==> src/rtl/nf2_dma_pkg.sv <==
// Shared field positions, request opcodes and scheduler state encoding for the
// CPCI DMA queue scheduler.
package nf2_dma_pkg;

  localparam int DW          = 32;
  localparam int REQ_FMT_BIT = DW + 3;
  localparam int EOP_RX_BIT  = DW + 2;
  localparam int BYTECNT_LSB = DW;
  localparam int QID_W       = 4;
  localparam int CNT_W       = 10;

  // In a request word the eop|rx bit selects the direction.
  typedef enum logic {
    OP_C2N = 1'b0,
    OP_N2C = 1'b1
  } op_e;

  typedef enum logic [2:0] {
    IDLE     = 3'd0,
    C2N_DATA = 3'd1,
    DISCARD  = 3'd2,
    N2C_DATA = 3'd3,
    N2C_DROP = 3'd4
  } sched_state_e;

endpackage

==> src/rtl/nf2_dma_sched_stats.sv <==
// Packet and error counters for the DMA queue scheduler; the module exists only
// when DMA_SCHED_STATS_EN is defined.
`ifdef DMA_SCHED_STATS_EN
module nf2_dma_sched_stats (
  input  logic        clk,
  input  logic        reset,
  input  logic        c2n_eop,
  input  logic        n2c_eop,
  input  logic        err,
  output logic [31:0] c2n_pkt_cnt,
  output logic [31:0] n2c_pkt_cnt,
  output logic [15:0] err_cnt
);

  always_ff @(posedge clk or posedge reset) begin
    if (reset) begin
      c2n_pkt_cnt <= '0;
      n2c_pkt_cnt <= '0;
      err_cnt     <= '0;
    end else begin
      if (c2n_eop) c2n_pkt_cnt <= c2n_pkt_cnt + 32'd1;
      if (n2c_eop) n2c_pkt_cnt <= n2c_pkt_cnt + 32'd1;
      if (err)     err_cnt     <= err_cnt + 16'd1;
    end
  end

endmodule
`endif

==> src/rtl/nf2_dma_queue_sched.sv <==
// Core-clock DMA sequencer: steers txfifo packets to CPU tx queues (C2N) and pulls
// CPU rx queue packets into rxfifo (N2C). DMA_SCHED_STATS_EN adds packet/error counters.
module nf2_dma_queue_sched
  import nf2_dma_pkg::*;
#(
  parameter int DMA_DATA_WIDTH = DW,
  parameter int NUM_CPU_QUEUES = 4,
  parameter int MAX_PKT_WORDS  = 512
) (
  input  logic                                        clk,
  input  logic                                        reset,
  input  logic                                        txfifo_empty,
  output logic                                        txfifo_rd_en,
  input  logic [DMA_DATA_WIDTH+3:0]                   txfifo_rd_data,
  output logic [NUM_CPU_QUEUES-1:0]                   cpu_q_wr_en,
  output logic [DMA_DATA_WIDTH+2:0]                   cpu_q_wr_data,
  input  logic [NUM_CPU_QUEUES-1:0]                   cpu_q_nearly_full,
  input  logic [NUM_CPU_QUEUES-1:0]                   cpu_q_rd_empty,
  output logic [NUM_CPU_QUEUES-1:0]                   cpu_q_rd_en,
  input  logic [NUM_CPU_QUEUES*(DMA_DATA_WIDTH+3)-1:0] cpu_q_rd_data,
  input  logic                                        rxfifo_nearly_full,
  output logic                                        rxfifo_wr,
  output logic [DMA_DATA_WIDTH+2:0]                   rxfifo_wr_data,
  output logic                                        err_bad_qid,
  output logic                                        err_protocol,
  output logic [2:0]                                  state
`ifdef DMA_SCHED_STATS_EN
  ,
  output logic [31:0]                                 c2n_pkt_cnt,
  output logic [31:0]                                 n2c_pkt_cnt,
  output logic [15:0]                                 err_cnt
`endif
);

  // Package field positions are laid out for the default width; rebase them here.
  localparam int WW    = DMA_DATA_WIDTH + 3;
  localparam int REQ_B = REQ_FMT_BIT - DW + DMA_DATA_WIDTH;
  localparam int EOP_B = EOP_RX_BIT - DW + DMA_DATA_WIDTH;
  localparam logic [CNT_W-1:0] LAST_CNT = CNT_W'(MAX_PKT_WORDS - 1);

  sched_state_e               cur_state, nxt_state;
  logic [QID_W-1:0]           qid, qid_n;
  logic [CNT_W-1:0]           word_cnt, cnt_n;
  logic [NUM_CPU_QUEUES-1:0]  sel_oh;
  logic [WW-1:0]              q_word;
  logic                       sel_nf, sel_empty;
  logic                       req, tx_eop, qid_legal;
  logic [QID_W-1:0]           req_qid;
  op_e                        req_op;
  logic                       c2n_wr, rx_wr, force_eop, bad_qid, proto;

  assign req       = txfifo_rd_data[REQ_B];
  assign tx_eop    = txfifo_rd_data[EOP_B];
  assign req_op    = op_e'(tx_eop);
  assign req_qid   = txfifo_rd_data[QID_W-1:0];
  assign qid_legal = (int'(req_qid) < NUM_CPU_QUEUES);
  assign state     = cur_state;

  always_comb begin
    sel_oh = '0;
    q_word = '0;
    for (int i = 0; i < NUM_CPU_QUEUES; i++) begin
      if (qid == QID_W'(i)) begin
        sel_oh[i] = 1'b1;
        q_word    = cpu_q_rd_data[i*WW +: WW];
      end
    end
  end

  assign sel_nf    = |(cpu_q_nearly_full & sel_oh);
  assign sel_empty = ~|(~cpu_q_rd_empty & sel_oh);

  always_comb begin
    nxt_state    = cur_state;
    qid_n        = qid;
    cnt_n        = word_cnt;
    txfifo_rd_en = 1'b0;
    cpu_q_rd_en  = '0;
    c2n_wr       = 1'b0;
    rx_wr        = 1'b0;
    force_eop    = 1'b0;
    bad_qid      = 1'b0;
    proto        = 1'b0;
    // Pops are combinational, so they are held off explicitly while in reset.
    if (!reset) begin
      case (cur_state)
        IDLE: if (!txfifo_empty) begin
          txfifo_rd_en = 1'b1;
          if (req) begin
            qid_n = req_qid;
            if (!qid_legal) begin
              bad_qid = 1'b1;
              if (req_op == OP_C2N) nxt_state = DISCARD;
            end else if (req_op == OP_C2N) begin
              nxt_state = C2N_DATA;
            end else begin
              nxt_state = N2C_DATA;
              cnt_n     = '0;
            end
          end else begin
            proto = 1'b1;
          end
        end
        C2N_DATA: if (!txfifo_empty) begin
          // A new request leaves the FIFO untouched and is handled from IDLE.
          if (req) begin
            proto     = 1'b1;
            nxt_state = IDLE;
          end else if (!sel_nf) begin
            txfifo_rd_en = 1'b1;
            c2n_wr       = 1'b1;
            if (tx_eop) nxt_state = IDLE;
          end
        end
        DISCARD: if (!txfifo_empty) begin
          if (req) begin
            nxt_state = IDLE;
          end else begin
            txfifo_rd_en = 1'b1;
            if (tx_eop) nxt_state = IDLE;
          end
        end
        N2C_DATA: if (!sel_empty && !rxfifo_nearly_full) begin
          cpu_q_rd_en = sel_oh;
          rx_wr       = 1'b1;
          cnt_n       = (word_cnt == '1) ? word_cnt : word_cnt + CNT_W'(1);
          if (q_word[WW-1]) begin
            nxt_state = IDLE;
          end else if (word_cnt == LAST_CNT) begin
            force_eop = 1'b1;
            proto     = 1'b1;
            nxt_state = N2C_DROP;
          end
        end
        N2C_DROP: if (!sel_empty) begin
          cpu_q_rd_en = sel_oh;
          if (q_word[WW-1]) nxt_state = IDLE;
        end
        default: nxt_state = IDLE;
      endcase
    end
  end

  always_ff @(posedge clk or posedge reset) begin
    if (reset) begin
      cur_state      <= IDLE;
      qid            <= '0;
      word_cnt       <= '0;
      cpu_q_wr_en    <= '0;
      cpu_q_wr_data  <= '0;
      rxfifo_wr      <= 1'b0;
      rxfifo_wr_data <= '0;
      err_bad_qid    <= 1'b0;
      err_protocol   <= 1'b0;
    end else begin
      cur_state    <= nxt_state;
      qid          <= qid_n;
      word_cnt     <= cnt_n;
      cpu_q_wr_en  <= c2n_wr ? sel_oh : '0;
      if (c2n_wr) cpu_q_wr_data <= txfifo_rd_data[WW-1:0];
      rxfifo_wr    <= rx_wr;
      if (rx_wr) rxfifo_wr_data <= {q_word[WW-1] | force_eop, q_word[WW-2:0]};
      err_bad_qid  <= bad_qid;
      err_protocol <= proto;
    end
  end

`ifdef DMA_SCHED_STATS_EN
  nf2_dma_sched_stats u_stats (
    .clk         (clk),
    .reset       (reset),
    .c2n_eop     ((|cpu_q_wr_en) & cpu_q_wr_data[WW-1]),
    .n2c_eop     (rxfifo_wr & rxfifo_wr_data[WW-1]),
    .err         (err_bad_qid | err_protocol),
    .c2n_pkt_cnt (c2n_pkt_cnt),
    .n2c_pkt_cnt (n2c_pkt_cnt),
    .err_cnt     (err_cnt)
  );
`endif

endmodule

==> config.mk <==
export PLATFORM = sky130hd
export DESIGN_NAME = nf2_dma_queue_sched
export DESIGN_NICKNAME = d
export VERILOG_FILES = /design/src/rtl/nf2_dma_pkg.sv /design/src/rtl/nf2_dma_sched_stats.sv /design/src/rtl/nf2_dma_queue_sched.sv
export SDC_FILE = /design/constraint.sdc
export NUM_CORES = 1
export LEC_CHECK = 0
export BUFFER_PORTS_ARGS = -buffer_cell sky130_fd_sc_hd__buf_4
export CAP_MARGIN = 20
export CORE_MARGIN = 3
export CORE_UTILIZATION = 40
export DETAILED_ROUTE_END_ITERATION = 10
export GPL_ROUTABILITY_DRIVEN = 0
export PLACE_DENSITY = 0.77
export SYNTH_ARGS = -nofsm -noshare
export SYNTH_HDL_FRONTEND = slang
export SYNTH_SLANG_ARGS = --single-unit
==> constraint.sdc <==
create_clock -name clk -period 3.2 [get_ports clk]
set_input_delay 0.32 -clock clk [delete_from_list [all_inputs] [get_ports clk]]
set_output_delay 0.32 -clock clk [all_outputs]
set_load 0.005 [all_outputs]
==> metrics.md <==
| Metric | Value |
|---|---|
| Status | `complete, no violations` |
| Maximum vdd drop | `0.410 mV` |
| Port Buffers | `272` |
| Clk_skew | `0.00729 ns` |
| First DRT Iteration DRCs | `249` |
| Initial antenna violation count | `0` |
| Max Slew Vio Count | `0` |
| Adder-cell share of the synthesized area | `0.270%` |
| Synth area leaders | `dfrtp_1 (51%), a22oi_1 (11%), mux2_1 (9.0%), a31oi_1 (5.4%), nor2_1 (4.0%)` |
| CTS tree | `yes` |
| Detailed placement HPWL | `11.8 mm` |
| Crit path DAT | `2.43 ns` |
| Final core utilization | `64.1%` |
| Fmax achieved | `364 MHz` |
| Placement-stage worst setup slack | `0.619 ns` |
| Top post-synthesis cells by count | `dfrtp_1 (94), a22oi_1 (69), nor2_1 (50)` |
| Die X | `114 µm` |
| Area Overhead vs Synth | `52.9%` |
| XOR/XNOR Fraction of Synth Area | `0%` |
| Lkg Pwr | `3.40 nW` |
| Die area | `12,900 µm²` |
| Placed cells | `823` |
| Synth Area in Simple Gates | `12.2%` |
| Diodes inserted | `0` |
| Fin nets | `883` |
| Reg clk slew, reported paths | `0.07 ns` |
| Cts bufs inserted | `9` |
| WL final | `15.2 mm` |
| First-pass GRT wire length | `23.1 mm` |
| Hold-fix buffers, CTS | `0` |
| Total gr overflow | `0` |
| Critical Path RT | `2.88 ns` |
| Die Height | `114 µm` |
| EDFF count, synth | `0` |
| RSZ-0062 raised after global routing | `false` |
| # IOs | `273` |
| CP Capture Type | `output port` |
| Drt first pass iters | `5` |
| Antenna Nets Post-Route | `0` |
| Vias per cell | `5.52` |
| Yosys reg bits | `94` |
| CTS resizes | `0` |
| Largest family of logic cells by synthesized area | `compound AO/OA/AOI/OAI gates` |
| Wire per inst | `18.2 µm` |
| Gate count after technology mapping | `438` |
| R2R cell count | `5` |
| Max FO, Critical Path | `16` |
| Count leader, synth | `dfrtp_1` |
| Reg2reg setup slack | `0.56 ns` |
| Largest net degree at the start of global routing | `76` |
| Synth Cell Area | `4640 µm²` |
| Clock Latency Late Sink | `0.34 ns` |
| Final instance area | `7100 µm²` |
| FF-to-FF Start | `state[0]$_DFFE_PP0P_` |
| Layout cell share with drive strength beyond 1 | `44.3%` |
| Compound-Gate Fraction of Synth Area | `21.5%` |
| Maximum clock insertion buffer count | `2` |
| Main synth FF type | `dfrtp_1` |
| Tightest Pin Transition | `0.991 ns` |
| Via count | `4,629` |
| Final Hold Fails | `0` |
| Min cycle time layout | `2.75 ns` |
| Clk sinks | `94` |
| Initial core utilization | `41.9%` |
| Fin crit share | `85.8%` |
| Syn Nets | `627` |
| Setup_tns | `0 ns` |
| Critical Path Source Type | `flop` |
| Relative slew slack | `33.8%` |
| Sequential share of the synthesized area | `50.7%` |
| Avg Cell Area, Syn | `10.6 µm²` |
| Top cell type by total area after synthesis | `dfrtp_1` |
| Setup-failing EPs final | `0` |
| Root Buffer | `clkbuf_16` |
| Min-delay worst type | `primary input to asynchronous set/reset pin` |
| Post-synthesis mux area share | `11.7%` |
| Final std cells w/o fill | `839` |
| Gr usage total | `22.7%` |
| Placed inst area | `6800 µm²` |
| Rows | `38` |
| PnR worst setup slack | `0.454 ns` |
| DRC errors left | `0` |
| H-Tree Depth | `3` |
| Fraction of registers with async set/reset | `100%` |
| Setup bufs post-CTS | `0` |
| Power density cells | `689 nW/µm²` |
| Max_cap viols | `0` |
| Distinct cells, synth | `51` |
| Core region area | `11,100 µm²` |
| Ys Warns | `0` |
| Reg2reg end | `cpu_q_wr_data[14]$_DFFE_PP0P_` |
| Setup CP Type | `flop to output port` |
| Post-synth top area share | `50.7%` |
| Vias in the first global route | `4,561` |
[cell families after synthesis]
family	Yosys count
buf+inv	40
simple gates	112
fa+ha+maj	1
mux	49
flops	94
compound gates	142
[worst max-delay path, stage by stage, from the launching register on]
cell     delay, ns
dfrtp_1       0.71
mux2i_1       0.29
o22ai_2       0.18
o21a_1        0.23
o21a_1        0.17
nor4_1        0.31
buf_4         0.19
[layout by cell type (no fill, tap or decap), drive strengths merged, types with 4 or more instances in the layout]
cell type / synthesis / final
mux2: 41 / 41
mux2i: 8 / 8
nor2: 51 / 51
buf: 11 / 278
a22oi: 69 / 69
nor4: 8 / 8
a21oi: 10 / 10
o31ai: 4 / 4
or3: 5 / 5
dfrtp: 94 / 94
nor3: 9 / 9
clkbuf: 22 / 10
nand2: 12 / 12
nand3: 4 / 4
o21ai: 5 / 5
inv: 7 / 8
a31oi: 40 / 40
[flip-flops by register name (all words and copies together), names as in the netlist]
name            flops
cpu_q_wr_data      35
rxfifo_wr_data     35
word_cnt           10
cpu_q_wr_en         4
qid                 4
state               3
err_bad_qid         1
err_protocol        1
rxfifo_wr           1
[metrics by stage]
step / power [mW] / hold slack, ns
after global routing: 5.18 / 0.152
after CTS: 4.93 / 0.111
after detailed placement: 3.85 / 0.476
after floorplan: 2.81 / 0.455
final: 4.89 / 0.105
after global placement: 3.75 / 0.469
[power breakdown]
group	leakage (nW)	internal (mW)	switching [mW]	total [mW]
Sequential	1.24	1.57	0.311	1.88
Combinational	2.01	1.04	0.899	1.94
Clock	0.145	0.613	0.461	1.07
[worst max-delay path by stage]
stage                         start                       endpoint  slack, ns  cells after the start
2_1_floorplan                 reset        word_cnt[7]$_DFFE_PP0P_       0.08                      5
3_3_place_gp   state[0]$_DFFE_PP0P_  cpu_q_wr_data[20]$_DFFE_PP0P_       0.77                      5
3_5_place_dp   state[0]$_DFFE_PP0P_  cpu_q_wr_data[11]$_DFFE_PP0P_       0.62                      5
4_1_cts          qid[1]$_DFFE_PP0P_                   txfifo_rd_en       0.50                      6
5_1_grt          qid[1]$_DFFE_PP0P_                   txfifo_rd_en       0.35                      6
6_report         qid[1]$_DFFE_PP0P_                   txfifo_rd_en       0.45                      6
[metal layers]
| metal | GRT usage (%) | part of all wire, % |
|---|---|---|
| met1 | 26.1 | 38 |
| met2 | 41.9 | 52 |
| met3 | 4.93 | 7.7 |
| met4 | 7.37 | 2.3 |
| met5 | 0 | 0 |
[final cells by class]
type | instances | area (µm²)
clock inverter | 6 | 71.3
fill | 869 | 3980
inverter | 7 | 28.8
multi-input combinational | 304 | 2140
clock buffer | 10 | 229
tap | 140 | 175
timing repair buffer | 278 | 2100
sequential | 94 | 2350
Note: power is estimated with default switching activity, not from simulation.
